`src/rtl/panel_seq_pkg.sv`:
```
// panel_seq_pkg: shared types for the LCD panel power sequencer.
//   seq_state_e   - sequencer state encoding
//   seq_out_t     - per-state output pattern (vdd / lvds / led / ready)
//   PWM_BITS_DEF  - default backlight PWM resolution
//   max2()        - elaboration-time helper for counter sizing
//   state_outputs() - decodes a state into its output pattern
package panel_seq_pkg;

  localparam int PWM_BITS_DEF = 8;

  typedef enum logic [2:0] {
    ST_OFF,
    ST_VDD_WAIT,
    ST_LVDS_WAIT,
    ST_RUN,
    ST_BL_OFF,
    ST_LVDS_OFF,
    ST_COOLDOWN
  } seq_state_e;

  typedef struct packed {
    logic vdd;
    logic lvds;
    logic led;
    logic rdy;
  } seq_out_t;

  function automatic int max2(input int a, input int b);
    return (a > b) ? a : b;
  endfunction

  function automatic seq_out_t state_outputs(input seq_state_e s);
    seq_out_t o;
    o = '0;
    unique case (s)
      ST_VDD_WAIT:  o.vdd = 1'b1;
      ST_LVDS_WAIT: begin o.vdd = 1'b1; o.lvds = 1'b1; end
      ST_RUN:       o = '{vdd: 1'b1, lvds: 1'b1, led: 1'b1, rdy: 1'b1};
      ST_BL_OFF:    begin o.vdd = 1'b1; o.lvds = 1'b1; end
      ST_LVDS_OFF:  o.vdd = 1'b1;
      default:      o = '0;   // OFF, COOLDOWN
    endcase
    return o;
  endfunction

endpackage

```
`src/rtl/panel_power_seq_bl_pwm.sv`:
```
// bl_pwm: backlight PWM generator.
//   clk, rst    - pixel clock, async active-high reset
//   led_en_nxt  - next-cycle backlight enable from the sequencer, so the
//                 registered led_pwm lines up with the registered led_en
//   brightness  - duty, sampled only when the period counter wraps
//   led_pwm     - registered PWM output
// A duty of all-ones gives a constant-high output rather than 255/256.
module bl_pwm
  import panel_seq_pkg::*;
#(
  parameter int PWM_BITS = PWM_BITS_DEF
) (
  input  logic                clk,
  input  logic                rst,
  input  logic                led_en_nxt,
  input  logic [PWM_BITS-1:0] brightness,
  output logic                led_pwm
);

  logic [PWM_BITS-1:0] cnt;
  logic [PWM_BITS-1:0] duty;

  always_ff @(posedge clk or posedge rst) begin
    if (rst) begin
      cnt     <= '0;
      duty    <= '0;
      led_pwm <= 1'b0;
    end else begin
      cnt <= cnt + 1'b1;
      // take the new duty only at the period boundary so a period is never split
      if (cnt == '1) duty <= brightness;
      led_pwm <= led_en_nxt && ((cnt < duty) || (duty == '1));
    end
  end

endmodule

```
`src/rtl/panel_power_seq.sv`:
```
// panel_power_seq: LCD panel power-up / power-down sequencer.
//   clk           - pixel clock (only clock)
//   rst           - async active-high reset
//   power_req     - level request to power the panel
//   mmcm_lckd     - LVDS clock generator lock
//   brightness    - backlight duty (used only with PANEL_SEQ_PWM_EN)
//   panel_vdd_en  - panel logic supply enable
//   lvds_en       - LVDS serializer / video enable
//   led_en        - backlight enable
//   led_pwm       - backlight PWM (equals led_en without PANEL_SEQ_PWM_EN)
//   ready         - high only in RUN
//   fault         - sticky: lock lost while LVDS was running
// Build option: define PANEL_SEQ_PWM_EN to include the bl_pwm dimmer.
// All outputs are registered from the next-state decode, so they change
// on the same edge as the state register.
module panel_power_seq
  import panel_seq_pkg::*;
#(
  parameter int T_VDD_LVDS = 7200,
  parameter int T_LVDS_BL  = 14400,
  parameter int T_BL_LVDS  = 14400,
  parameter int T_LVDS_VDD = 7200,
  parameter int T_OFF_MIN  = 72000,
  parameter int PWM_BITS   = PWM_BITS_DEF
) (
  input  logic                clk,
  input  logic                rst,
  input  logic                power_req,
  input  logic                mmcm_lckd,
  input  logic [PWM_BITS-1:0] brightness,
  output logic                panel_vdd_en,
  output logic                lvds_en,
  output logic                led_en,
  output logic                led_pwm,
  output logic                ready,
  output logic                fault
);

  localparam int T_MAX = max2(max2(max2(T_VDD_LVDS, T_LVDS_BL), max2(T_BL_LVDS, T_LVDS_VDD)),
                              T_OFF_MIN);
  localparam int CW = $clog2(T_MAX) + 1;

  // timers load T-1 on entry and leave the state on the cycle they read zero
  localparam logic [CW-1:0] LD_VDD_LVDS = CW'(T_VDD_LVDS - 1);
  localparam logic [CW-1:0] LD_LVDS_BL  = CW'(T_LVDS_BL  - 1);
  localparam logic [CW-1:0] LD_BL_LVDS  = CW'(T_BL_LVDS  - 1);
  localparam logic [CW-1:0] LD_LVDS_VDD = CW'(T_LVDS_VDD - 1);
  localparam logic [CW-1:0] LD_OFF_MIN  = CW'(T_OFF_MIN  - 1);

  seq_state_e    state, state_n;
  logic [CW-1:0] cnt, cnt_n;
  logic          fault_n;
  logic          abort, expired;
  seq_out_t      outs_n;

  assign abort   = !power_req || !mmcm_lckd;
  assign expired = (cnt == '0);
  assign outs_n  = state_outputs(state_n);

  always_comb begin
    state_n = state;
    cnt_n   = expired ? '0 : cnt - 1'b1;   // saturate at zero, never wrap
    unique case (state)
      ST_OFF:
        if (power_req && mmcm_lckd && !fault) begin
          state_n = ST_VDD_WAIT; cnt_n = LD_VDD_LVDS;
        end
      // abort is tested first so it wins over a timer expiring on the same edge
      ST_VDD_WAIT:
        if (abort) begin
          state_n = ST_COOLDOWN; cnt_n = LD_OFF_MIN;
        end else if (expired) begin
          state_n = ST_LVDS_WAIT; cnt_n = LD_LVDS_BL;
        end
      ST_LVDS_WAIT:
        if (abort) begin
          state_n = ST_LVDS_OFF; cnt_n = LD_LVDS_VDD;
        end else if (expired) begin
          state_n = ST_RUN;
        end
      ST_RUN:
        if (abort) begin
          state_n = ST_BL_OFF; cnt_n = LD_BL_LVDS;
        end
      // shutdown states ignore power_req / lock and always run to completion
      ST_BL_OFF:
        if (expired) begin
          state_n = ST_LVDS_OFF; cnt_n = LD_LVDS_VDD;
        end
      ST_LVDS_OFF:
        if (expired) begin
          state_n = ST_COOLDOWN; cnt_n = LD_OFF_MIN;
        end
      ST_COOLDOWN:
        if (expired) state_n = ST_OFF;
      default: begin
        state_n = ST_OFF; cnt_n = '0;
      end
    endcase
  end

  // fault can only be released once the request is withdrawn in OFF, so a
  // held request cannot silently restart into a lock-loss loop
  always_comb begin
    fault_n = fault;
    if (state == ST_OFF && !power_req) fault_n = 1'b0;
    if (lvds_en && !mmcm_lckd)         fault_n = 1'b1;
  end

  always_ff @(posedge clk or posedge rst) begin
    if (rst) begin
      state        <= ST_OFF;
      cnt          <= '0;
      fault        <= 1'b0;
      panel_vdd_en <= 1'b0;
      lvds_en      <= 1'b0;
      led_en       <= 1'b0;
      ready        <= 1'b0;
    end else begin
      state        <= state_n;
      cnt          <= cnt_n;
      fault        <= fault_n;
      panel_vdd_en <= outs_n.vdd;
      lvds_en      <= outs_n.lvds;
      led_en       <= outs_n.led;
      ready        <= outs_n.rdy;
    end
  end

`ifdef PANEL_SEQ_PWM_EN
  bl_pwm #(.PWM_BITS(PWM_BITS)) u_bl_pwm (
    .clk        (clk),
    .rst        (rst),
    .led_en_nxt (outs_n.led),
    .brightness (brightness),
    .led_pwm    (led_pwm)
  );
`else
  assign led_pwm = led_en;
  logic unused_brightness;
  assign unused_brightness = ^brightness;
`endif

endmodule

```
`config.mk`:
```
export PLATFORM = sky130hd
export DESIGN_NAME = panel_power_seq
export DESIGN_NICKNAME = d
export VERILOG_FILES = /design/src/rtl/panel_seq_pkg.sv /design/src/rtl/panel_power_seq_bl_pwm.sv /design/src/rtl/panel_power_seq.sv
export SDC_FILE = /design/constraint.sdc
export NUM_CORES = 1
export LEC_CHECK = 0
export CAP_MARGIN = 10
export CORE_MARGIN = 2
export CORE_UTILIZATION = 30
export CTS_CLUSTER_DIAMETER = 200
export DETAILED_ROUTE_END_ITERATION = 16
export DONT_BUFFER_PORTS = 1
export SLEW_MARGIN = 20
export SYNTH_ARGS = -nofsm -noshare
export SYNTH_HDL_FRONTEND = slang
export SYNTH_SLANG_ARGS = --single-unit
```
`constraint.sdc`:
```
create_clock -name clk -period 5.8 [get_ports clk]
set_input_delay 1.16 -clock clk [delete_from_list [all_inputs] [get_ports clk]]
set_output_delay 1.16 -clock clk [all_outputs]
set_load 0.01 [all_outputs]
```
Word-level counts from Yosys, hierarchy flattened
Index checks and enable logic that the tools add are counted.
{"block": "op_classes", "addsub": 1, "mul": 0, "div_mod_pow": 0, "magnitude_cmp": 0, "n_eq_ne": 11, "n_shift": 0, "muxes": 24, "bitwise": 0, "n_reduce_logical": 13}
{"cell": "$mux W18", "n": 8}
{"cell": "$pmux W18 S7", "n": 1}
{"cell": "$mux W3", "n": 9}
{"cell": "$pmux W3 S7", "n": 1}
{"cell": "$logic_not A18 Y1", "n": 1}
{"cell": "$sub A18 B1 Y18 const B", "n": 1}
{"cell": "$eq A3 B3 Y1 const B", "n": 5}
{"cell": "$eq A3 B2 Y1 const B", "n": 4}
{"cell": "$eq A3 B1 Y1 const B", "n": 2}
{"cell": "$reduce_or A5 Y1", "n": 1}
{"cell": "$logic_and A1 B1 Y1", "n": 4}
{"cell": "$mux W1", "n": 4}
{"cell": "$logic_not A1 Y1", "n": 3}
{"cell": "$logic_not A3 Y1", "n": 1}
{"cell": "$reduce_or A3 Y1", "n": 1}
{"cell": "$mux W2", "n": 1}
{"cell": "$reduce_bool A2 Y1", "n": 1}
{"cell": "$logic_or A1 B1 Y1", "n": 1}
{"block": "totals", "register_bits": 26, "latch_bits": 0, "ramBits": 0, "romBits": 0, "output_inout_bits": 6, "mem_count": 0}

Depth between registers and ports, before layout
{"block": "depth", "word_depth": 7, "mapped_depth": 9, "depth_no_buf": 7}

Worst setup path after synthesis
Ideal clock, no wire load.
{"block": "synth_timing", "path_type": "in2reg", "startpoint": "in mmcm_lckd", "endpoint": "reg cnt[0]", "arrival_time_ns": 2.139, "t_required_ns": 5.735, "path_slack_ns": 3.596, "cell_stages": 4, "cell_sequence": "nand2_1 > or4_1 > a21oi_1 > a21o_1"}
{"block": "synth_via", "elab_chain_cells": 4, "word_cells_on_any_way": 9, "classes_between": "5 x mux; 4 x reduce/logical"}
{"element": "from (decl)", "line_no": "panel_power_seq.sv:29", "text": "input logic mmcm_lckd,"}
{"element": "$logic_not A1 Y1 or $logic_and A1 B1 Y1 (tied branches)", "line_no": "panel_power_seq.sv:56, panel_power_seq.sv:65"}
{"element": "$logic_or A1 B1 Y1 or $logic_and A1 B1 Y1 (tied branches)", "line_no": "panel_power_seq.sv:56, panel_power_seq.sv:65"}
{"element": "$mux W18, on equally long branches"}
{"element": "$pmux W18 S7 (*)", "line_no": "panel_power_seq.sv:63", "text": "unique case (state)"}
{"element": "net cnt_n[0]", "line_no": "panel_power_seq.sv:51", "text": "logic [CW-1:0] cnt, cnt_n;"}
{"element": "to (signal assigned)", "line_no": "panel_power_seq.sv:121", "text": "cnt <= cnt_n;"}
{"element": "to (decl)", "line_no": "panel_power_seq.sv:51"}
The timed path passes the listed nets; every way through them passes the cells marked *.
A chain may end at the register's enable or synchronous reset.

Final worst setup path
{"block": "layout_timing", "startpoint": "reg cnt[2]", "endpoint": "reg state[0]"}
{"block": "layout_via", "elab_chain_cells": 4, "word_cells_on_any_way": 9, "classes_between": "8 x mux; 1 x reduce/logical"}
{"element": "$logic_not A18 Y1 (*)", "line_no": "panel_power_seq.sv:57", "text": "assign expired = (cnt == '0);"}
{"element": "$mux W3, on equally long branches", "line_no": "panel_power_seq.sv:78, panel_power_seq.sv:72"}
{"element": "$mux W3, on equally long branches", "line_no": "panel_power_seq.sv:76, panel_power_seq.sv:70"}
{"element": "$pmux W3 S7 (*)", "line_no": "panel_power_seq.sv:63"}
{"element": "net state_n[0]", "line_no": "panel_power_seq.sv:50", "text": "seq_state_e state, state_n;"}
{"element": "to (signal assigned)", "line_no": "panel_power_seq.sv:120", "text": "state <= state_n;"}
{"element": "to (decl)", "line_no": "panel_power_seq.sv:50"}
Marks and branches as above.

==> impl_metrics.py <==
metrics = {
    "power_and_ir_drop": {
        "vdd_drop_max_mv": 0.1531,
        "power_density_mw_per_mm2": 487.7,
        "total_power_w": 0.0008244,
        "p_leak_nw": 0.6798,
    },
    "drt": {
        "wl_met3_um": 120,
        "vias": 1266,
        "antenna_left": 0,
        "met2_length_um": 1560,
        "vias_per_cell": 5.231,
        "top_layer_used": "met4",
        "wl_per_cell_um": 14.19,
        "dr.first_iter.drc_count": 122,
        "wl_um": 3433,
        "drc": 0,
        "wirelength_met1_um": 1711,
        "first_pass_iters": 4,
    },
    "placement": {
        "place_worst_setup_slack_ns": 3.126,
        "gp_congestion": 0.8262,
        "dp_hpwl_um": 2398,
        "numPlacedInstances": 238,
        "io_buffers": 0,
    },
    "clock_tree": {
        "h-tree-depth": 1,
        "root_buffer": "clkbuf_8",
        "clock-sinks": 25,
        "clk_pin_slew_ns": 0.09,
        "cts_made_buffers": 3,
        "cts_setup_buffers": 0,
        "cts_resized": 0,
        "clk_path_buf_depth": 2,
        "cts_tree": "yes",
        "clk_latency_ns": 0.27,
        "ctsHoldBuffers": 0,
    },
    "global_routing": {
        "grtUsageTotal_pct": 12.14,
        "grt_pass1_wl_um": 5913,
        "grt_start_max_net_pins": 26,
        "grt_antenna_before_repair": 0,
        "grt-ovfl-total": 0,
        "grt_pass1_vias": 1202,
    },
    "synth": {
        "yosysSeqAreaShare_pct": 38.28,
        "ys_seq_elements": 25,
        "postSynthAreaPerCell_um2": 9.028,
        "synth_edf_count": 0,
        "async_flop_share_pct": 100.0,
        "synth.top_cell.area_share_pct": 38.28,
        "syn_area_mm2": 0.001634,
        "ys_types": 50,
        "synthCells": 181,
        "synthTopCellsByArea": "dfrtp_1 (38%), xnor2_1 (4.8%), nor2_1 (4.6%)",
        "synth_ff_type": "dfrtp_1",
        "yosys_warnings": 0,
        "yosysMostFrequentCell": "dfrtp_1",
        "synthTopCellsByCount": "dfrtp_1 (25), nor2_1 (20), nand2_1 (15)",
        "syn_nets": 195,
        "synth_top_area_cell": "dfrtp_1",
    },
    "layout": {
        "multi_input_area_um2": 905.9,
        "nFillCells": 523,
        "drive_gt1_share_pct": 7.558,
        "antenna_cells": 0,
        "synthToLayoutAreaGrowth_pct": 3.446,
        "instances_no_fill": 242,
        "fin_nets": 187,
        "regArea_um2": 625.6,
    },
    "floorplanning": {
        "die_w_um": 77.81,
        "io_pins": 18,
        "num_rows": 26,
        "die_h_um": 77.81,
        "coreArea_mm2": 0.005172,
        "die-area_mm2": 0.006054,
        "start_util_pct": 31.59,
    },
    "timing": {
        "fin_worst_skew_ns": 0.003802,
        "fin_tns_setup_ns": 0,
        "drv_slew": 0,
        "finalCritPeriodShare_pct": 45.50,
        "final-hold-violation-count": 0,
        "holdWs_ns": 0.5557,
        "setup_violations": 0,
        "max_freq_ghz": 0.3789,
        "setup_ws_ns": 3.161,
        "fin_crit_ns": 2.639,
        "slew_headroom_pct": 38.07,
        "rsz0062_at_grt": "no",
        "tightest_slew_ns": 0.9232,
    },
    "critical_path": {
        "max_stage_delay_ns": 0.61,
        "crit_end": "state[0]",
        "critPathArrivalTime_ns": 2.76,
        "reg2reg_from": "cnt[2]",
        "end_kind": "flop",
        "reg2regPathDepth": 5,
        "crit_chain": "nor4_4, nand4_2, or2_1, o21ai_0, a221oi_1",
        "start_kind": "flop",
        "reg2reg_to": "state[0]",
        "crit_slowest_cell": "or2_1",
        "crit_type": "reg -> reg",
        "worst-path-max-fanout": 15,
        "crit_start": "cnt[2]",
        "r2r_slack_ns": 3.16,
        "cp.required_ns": 5.92,
    },
    "hold_path": {
        "hp-class": "reg -> reg",
        "hp-start": "cnt[17]",
    },
    "run": {
        "maxCapViolCount": 0,
    },
    "run_status": {
        "status": "finished, final reports clean",
    },
}
sequential cells by signal (all words and copies together) (netlist names):
signal and cells:
panel_vdd_en 1, lvds_en 1, cnt 18, state 3, fault 1, led_en 1
layout by cell type (no fill, tap or decap), types with 2 or more instances in the layout:
master,count
nor2b_1,2
nand2_1,15
xnor2_1,9
o21ai_1,2
nor4_1,4
o211ai_1,2
ha_1,2
nand3_1,2
nor4_4,3
nor3_1,7
o21ai_0,12
clkinv_1,2
clkbuf_8,3
dfrtp_1,25
a22oi_1,2
a31oi_1,3
xor2_1,4
mux2i_1,3
nand4_1,3
nor2_1,20
a21oi_1,8
a21o_1,9
inv_1,5
how the worst min path moves through the flow:
stage	depth (start not counted)	to	slack [ns]
global placement	2	cnt[17]	0.54
CTS	2	cnt[17]	0.56
floorplan	2	cnt[17]	0.51
finish	2	cnt[17]	0.56
global route	2	cnt[17]	0.58
detailed placement	2	cnt[17]	0.54
metrics by stage:
step           instance area, µm²  util, %
2_1_floorplan                1634        -
3_3_place_gp                 1645    31.81
3_5_place_dp                 1645    31.81
4_1_cts                      1690    32.68
5_1_grt                      1690    32.68
6_report                     1690    32.68
layer usage:
| layer | up-vias | global-route usage (%) |
|---|---|---|
| li1 | 627 | - |
| met1 | 608 | 18.39 |
| met2 | 27 | 17.59 |
| met3 | 4 | 1.744 |
| met4 | 0 | 3.750 |
| met5 | - | 0 |
layout make-up:
| type | instances | area share, % |
|---|---|---|
| multi-input cells | 136 | 53.59 |
| clock buffers | 4 | 2.665 |
| inverters | 7 | 1.554 |
| flip-flops and latches | 25 | 37.01 |
| well taps | 70 | 5.181 |
power breakdown:
part | switching (W) | internal [W] | leakage, nW
Clock | 0.0000588 | 0.0000492 | 0.0228
Combinational | 0.000182 | 0.000161 | 0.356
Sequential | 0.000130 | 0.000243 | 0.301
Total | 0.000371 | 0.000453 | 0.680
worst max-delay path, delay by kind of cell (launching register included):
kind / cells / cell delay, ns
and+or+nand+nor: 3 / 1.59
DFF: 1 / 0.46
AOI/OAI and AO/OA: 2 / 0.43
logic make-up after synthesis:
logic type      synth area share [%]
mux                            1.838
fa+ha+maj                      1.531
flops                          38.28
simple gates                   25.96
compound gates                 19.14
buf+inv                        6.278
xor+xnor                       6.968
Power figures use the tool's default switching activity.
